===== config.mk =====
export PLATFORM = sky130hd
export DESIGN_NAME = vocoder_band_mixer
export DESIGN_NICKNAME = d
export VERILOG_FILES = /design/src/rtl/vocoder_band_mixer.sv
export SDC_FILE = /design/constraint.sdc
export NUM_CORES = 2
export LEC_CHECK = 0
export ABC_AREA = 1
export BUFFER_PORTS_ARGS = -buffer_cell sky130_fd_sc_hd__buf_2
export CORE_MARGIN = 1
export CORE_UTILIZATION = 55
export DETAILED_ROUTE_END_ITERATION = 16
export PLACE_DENSITY = 0.81
export SLEW_MARGIN = 10
export SYNTH_ARGS = -nofsm -noshare
export SYNTH_HDL_FRONTEND = slang
export SYNTH_SLANG_ARGS = --single-unit

===== constraint.sdc =====
create_clock -name clk -period 11.1 [get_ports clk]
set_input_delay 1.665 -clock clk [delete_from_list [all_inputs] [get_ports clk]]
set_output_delay 1.665 -clock clk [all_outputs]
set_load 0.01 [all_outputs]

===== src/rtl/vocoder_band_mixer.sv =====
// Vocoder band mixer: one shared multiplier folds NUM_BANDS gated carrier bands by their envelope gains.
// Optional MIXER_CLIP_CNT_EN adds a saturating clip_count output.
module vocoder_band_mixer #(
    parameter int NUM_BANDS = 15,
    parameter int OUT_SHIFT = 0
) (
    input  logic                    clk,
    input  logic                    rst,
    input  logic                    enable_44k,
    input  logic [NUM_BANDS*16-1:0] carrier_bands,
    input  logic [NUM_BANDS-1:0]    valid_bus,
    input  logic [NUM_BANDS*16-1:0] envelope,
    output logic signed [15:0]      mix_out,
    output logic                    out_valid,
    output logic                    busy,
    output logic                    overrun
`ifdef MIXER_CLIP_CNT_EN
    ,
    output logic [15:0]             clip_count
`endif
);

    localparam int DATA_W = 16;
    localparam int COEF_W = 16;
    localparam int PROD_W = DATA_W + COEF_W + 1;
    localparam int ACC_W  = PROD_W + $clog2(NUM_BANDS);
    localparam int IDX_W  = (NUM_BANDS > 1) ? $clog2(NUM_BANDS) : 1;
    localparam int SHIFT  = COEF_W + OUT_SHIFT;

    localparam logic signed [ACC_W-1:0] SAT_MAX = ACC_W'((2 ** (DATA_W - 1)) - 1);
    localparam logic signed [ACC_W-1:0] SAT_MIN = ACC_W'(-(2 ** (DATA_W - 1)));
    localparam logic [IDX_W-1:0]        IDX_LAST = IDX_W'(NUM_BANDS - 1);

    typedef enum logic [1:0] {IDLE, ACCUM, OUTPUT} state_t;

    state_t                     state;
    logic [IDX_W-1:0]           idx;
    logic signed [ACC_W-1:0]    acc;
    logic signed [DATA_W-1:0]   band_lat [NUM_BANDS];
    logic [COEF_W-1:0]          env_lat  [NUM_BANDS];

    logic signed [PROD_W-1:0]   band_ext;
    logic signed [PROD_W-1:0]   env_ext;
    logic signed [PROD_W-1:0]   product;
    logic signed [ACC_W-1:0]    shifted;

    function automatic logic signed [DATA_W-1:0] saturate(input logic signed [ACC_W-1:0] v);
        if (v > SAT_MAX)
            return SAT_MAX[DATA_W-1:0];
        else if (v < SAT_MIN)
            return SAT_MIN[DATA_W-1:0];
        else
            return $signed(v[DATA_W-1:0]);
    endfunction

    function automatic logic is_clipped(input logic signed [ACC_W-1:0] v);
        return (v > SAT_MAX) || (v < SAT_MIN);
    endfunction

    // Envelope is unsigned Q0.16, so it gets a zero sign bit before the signed multiply.
    assign band_ext = PROD_W'(band_lat[idx]);
    assign env_ext  = $signed({{(PROD_W - COEF_W){1'b0}}, env_lat[idx]});
    assign product  = band_ext * env_ext;
    assign shifted  = acc >>> SHIFT;
    assign busy     = (state != IDLE);

    always_ff @(posedge clk or negedge rst) begin
        if (!rst) begin
            state     <= IDLE;
            idx       <= '0;
            acc       <= '0;
            mix_out   <= '0;
            out_valid <= 1'b0;
            overrun   <= 1'b0;
            for (int i = 0; i < NUM_BANDS; i++) begin
                band_lat[i] <= '0;
                env_lat[i]  <= '0;
            end
        end else begin
            out_valid <= 1'b0;
            overrun   <= enable_44k && (state != IDLE);
            case (state)
                IDLE: begin
                    if (enable_44k) begin
                        for (int i = 0; i < NUM_BANDS; i++) begin
                            band_lat[i] <= valid_bus[i] ? $signed(carrier_bands[i*DATA_W +: DATA_W]) : '0;
                            env_lat[i]  <= envelope[i*COEF_W +: COEF_W];
                        end
                        acc   <= '0;
                        idx   <= '0;
                        state <= ACCUM;
                    end
                end
                ACCUM: begin
                    acc <= acc + ACC_W'(product);
                    idx <= idx + 1'b1;
                    if (idx == IDX_LAST)
                        state <= OUTPUT;
                end
                OUTPUT: begin
                    mix_out   <= saturate(shifted);
                    out_valid <= 1'b1;
                    state     <= IDLE;
                end
                default: state <= IDLE;
            endcase
        end
    end

`ifdef MIXER_CLIP_CNT_EN
    always_ff @(posedge clk or negedge rst) begin
        if (!rst)
            clip_count <= '0;
        else if ((state == OUTPUT) && is_clipped(shifted) && (clip_count != 16'hFFFF))
            clip_count <= clip_count + 16'd1;
    end
`endif

endmodule


# Word level (Yosys, flattened, before mapping)
# Cells that the tools add are included.
word_totals:
  inputBits: 498
  output_inout_bits: 19
  wordCells: 86
  reg_bits: 541
classes:
  addsub: 2
  n_reduce_logical: 7
  multipliers: 1
  n_bitwise: 1
  magnitude_cmp: 3
  n_eq_ne: 5
  mux: 31
op_table:
  columns: ["operator", "n"]
  rows:
  - ["2-to-1 mux 16 bit", 21]
  - ["binary-select mux 16 bit (select 4 bit)", 2]
  - ["one-hot mux 37 bit (2 select lines)", 1]
  - ["adder 37 x 33 -> 37 bit", 1]
  - ["2-to-1 mux 37 bit", 1]
  - ["multiplier 16 x 17 -> 33 bit", 1]
  - ["> comparator 21 x 16 -> 1 bit (second input constant)", 1]
  - ["less-than comparator 21 x 16 -> 1 bit (second input constant)", 1]
  - ["one-hot mux 4 bit (2 select lines)", 1]
  - ["AND reduction 2 bit", 3]
  - ["greater-or-equal comparator 5 bit (second input constant)", 1]
  - ["NOT 4 -> 5 bit", 1]
  - ["adder 4 x 1 -> 4 bit (second input constant)", 1]
  - ["== test 4 bit (second input constant)", 1]
  - ["2-to-1 mux 2 bit", 2]
  - ["2-to-1 mux 4 bit", 1]
  - ["!= test 2 bit (second input constant)", 2]
  - ["one-hot mux 2 bit (2 select lines)", 1]
  - ["nonzero test 2 bit", 2]
  - ["== test 2 x 1 -> 1 bit (second input constant)", 1]
  - ["== test 2 bit (second input constant)", 1]
  - ["logical NOT 2 bit", 1]
  - ["logical AND 1 bit", 1]
  - ["2-to-1 mux 1 bit", 1]

# Logic depth before layout (Yosys ltp)
depth:
  word_depth: 7
  mapped_depth: 37
  mapped_depth_nobuf: 35

# Worst setup path after synthesis
# Ideal clock, no wire load.
synth_path:
  path_kind: "register to register"
  from: "register idx[1]"
  to: "register acc[24]"
  stages_incl_launch_ff: 31
  setup_slack_ps: 4881
  setup_time_ps: 118
  path_buffers: 3
  required_ps: 10982
  synth_period_minus_slack_ps: 6219
  t_arrival_ps: 6101
  path_cell_list: "dfrtp_1 -> inv_2 -> buf_2 -> clkbuf_1 -> o21ai_0 -> o21ai_0 -> nand2_1 -> nand3_2 -> buf_2 -> nand2_1 -> fa_1 -> inv_1 -> fa_1 -> fa_1 -> inv_1 -> fa_1 -> inv_1 -> fa_1 -> inv_1 -> fa_1 -> inv_1 -> ha_1 -> nand2_1 -> nor2_1 -> nand2_1 -> o21ai_0 -> nand3_1 -> nand2_1 -> nand2_1 -> nand3_1 -> nand2_1"
synth_via:
  elab_chain_len: 7
  word_cells_on_any_way: 10
  cone_classes: "add/sub: 1; mul: 1; mux: 7; bitwise: 1"
synth_rtl:
  columns: ["item", "line_no", "source"]
  rows:
  - ["start: declaration", "37", "logic [IDX_W-1:0] idx;"]
  - ["start signal: assignment", "96", "idx <= idx + 1'b1;"]
  - ["NOT 4 -> 5 bit (implied by the code) (*)", "61, 62", null]
  - ["binary-select mux 16 bit (select 4 bit), on equally long branches", "61, 62", null]
  - ["2-to-1 mux 16 bit, on equally long branches (2 in series)", "61, 62", null]
  - ["multiplier 16 x 17 -> 33 bit (*)", "63", "assign product = band_ext * env_ext;"]
  - ["adder 37 x 33 -> 37 bit (*)", "95", "acc <= acc + ACC_W'(product);"]
  - ["one-hot mux 37 bit (2 select lines) (*)", "82", "case (state)"]
  - ["end signal: assignment", "95", null]
  - ["end: declaration", "38", "logic signed [ACC_W-1:0] acc;"]
# Every way passes the cells marked *; elsewhere a longest branch is shown, timed or not. The select of a mux whose other input is x is not followed.
# A chain may end at the register's enable or synchronous reset.

# Worst setup path after layout
layout_path:
  from: "register idx[0]"
  to: "register acc[32]"
# Same word-level chain as after synthesis.

==> results.cfg <==
[outcome]
status = complete, no violations

[yosys]
synth_top_area_share = 0.382
ys.flop_type = dfrtp_1
synth_edf_count = 0
synthTopCellsByArea = dfrtp_1 (38%), nand2_1 (16%), fa_1 (13%)
ys_seq_area_frac = 0.382
synthTopCellsByCount = nand2_1 (1504), inv_1 (662), dfrtp_1 (541)
ys_warn_count = 0
synth_fp_nets = 5357
yosysTopAreaCell = dfrtp_1
synth_cells = 4501
synth_most_common_cell = nand2_1
ys_seq_elements = 541
async_flop_share = 1.00
yosys.cell_types.count = 46
synth_area_sq_um = 35400
synth.avg_cell_area_sq_um = 7.87

[worst_setup_path]
cp_slowest_cell = o21ai_0
cp.depth = 26
cp-end-kind = register
worst-path-buf-inv = 6
max_stage_delay_ns = 0.97
path_max_fanout = 74
crit_type = reg2reg
reg2reg_depth = 26
path_delay_family = adder cells
arrival_ns = 9.41
critPathLaunchType = register
cp.required_ns = 11.62

[hold_path]
holdPathStages = 2
min_path_type = reg2reg

[layout]
nNetsFinal = 5702
drive_gt1_frac = 0.141
area_growth_pct = 13.3

[drt]
post_drt_via_cell_ratio = 5.69
drt_iter0_markers = 3564
vias = 32700
drc = 0
routedWlPerCell_um = 20.0
ant_nets = 0
drt_wl_total_mm = 115
drt_first_pass_iters = 6

[sta]
tightest_slew_ns = 1.13
rsz0062_at_grt = no
fin_crit_sh = 0.801
maxSlewHeadroom = 0.248
slew_viol_final = 0
post-route-min-period_ns = 8.89
hold_viol = 0
finalSetupViolations = 0
max_freq_ghz = 0.112
tns_ns = 0
clock_skew_ns = 0.0619

[clock_tree]
hold_buffers = 0
clock_latency_ns = 0.65
root_buffer = clkbuf_16
numCtsBuffers = 56
cts.sinks = 541
ctsResizeCount = 0
path_clk_slew_ns = 0.06
cts_buffer_depth = 3
post_cts_buffers = 0
cts_tree = built
h-tree-depth = 2

[floorplan]
design.core.area_sq_um = 63300
io_pins = 517
start_util = 0.559
rows = 92
dieArea_sq_um = 65400
die_x_um = 256
die_h_um = 256

[run]
cap_violations = 0

[global_routing]
grt_pass1_vias = 32600
grt_max_degree = 193
grt.total_usage = 0.356
gr-total-overflow = 0
grt_antenna_before_repair = 5
grt_pass1_wl_mm = 181

[place]
routabilityCongestion = 0.974
port_buffers = 516
dp_hpwl_mm = 84.4
## final timing paths
kind                         startpoint            to  slack, ns
setup / recovery                 idx[0]       acc[32]       2.21
hold reg to reg            env_lat[237]  env_lat[237]       0.47
setup reg to reg                 idx[0]       acc[32]       2.21
hold / removal             env_lat[237]  env_lat[237]       0.47
min in group asynchronous           rst   env_lat[96]       0.99
max in group asynchronous           rst        idx[0]       7.63
## flip-flops by register name (all words and copies together), names as in the netlist
| name | flops |
|---|---|
| acc | 37 |
| band_lat | 240 |
| env_lat | 240 |
| idx | 4 |
| mix_out | 16 |
| out_valid | 1 |
| overrun | 1 |
| state | 2 |
## tightest hold or removal path, stage by stage (launching register included)
cell     delay (ns)
dfrtp_1        0.34
nand2_1        0.05
nand2_1        0.04
## layout make-up
type / instances / area [sq um]
timing repair buffer: 545 / 2850
sequential: 541 / 13500
tap: 846 / 1060
multi-input combinational: 3026 / 18100
inverter: 676 / 2550
antenna: 3 / 7.51
clock inverter: 25 / 382
fill: 5398 / 23200
clock buffer: 79 / 1570
## per-stage QoR
step                      std cells  setup WS [ns]  cell area (sq um)   util  hold slack [ns]
final                          5741           2.21              40100  0.633            0.466
after global routing           5739           1.86              40100  0.633            0.482
after CTS                      5738           2.52              40100  0.633            0.469
after detailed placement       5634           2.56              38100  0.602            0.453
after global placement         5634           2.77              38100  0.602            0.449
after floorplan                4501           4.88              35400      -            0.437
## kinds of logic after synthesis
group,after synthesis,synth area share
xor+xnor,9,0.00223
fa+ha+maj,358,0.175
compound gates,622,0.104
buf+inv,934,0.106
flops,541,0.382
simple gates,2037,0.231
## cells in the final DEF (no fill, tap or decap), drive strengths merged, types with 8 or more instances in the layout
master,instances
a21oi,117
a221oi,12
a22oi,34
buf,545
bufinv,8
clkbuf,79
clkinv,14
dfrtp,541
fa,227
ha,131
inv,677
nand2,1523
nand3,335
nor2,158
o2111ai,35
o211ai,38
o21ai,337
o221ai,24
## layer usage
metal  share of wire  vias to the layer above  global-route usage
met4           0.058                        4               0.191
met2            0.46                     1807               0.562
met5         0.00023                        -                   0
met3            0.10                      345              0.0740
li1                -                    14800                   -
met1            0.38                    15800               0.462
Power is not shown: default switching activity piles up to over one toggle a cycle in this logic, so the estimate is an artifact.
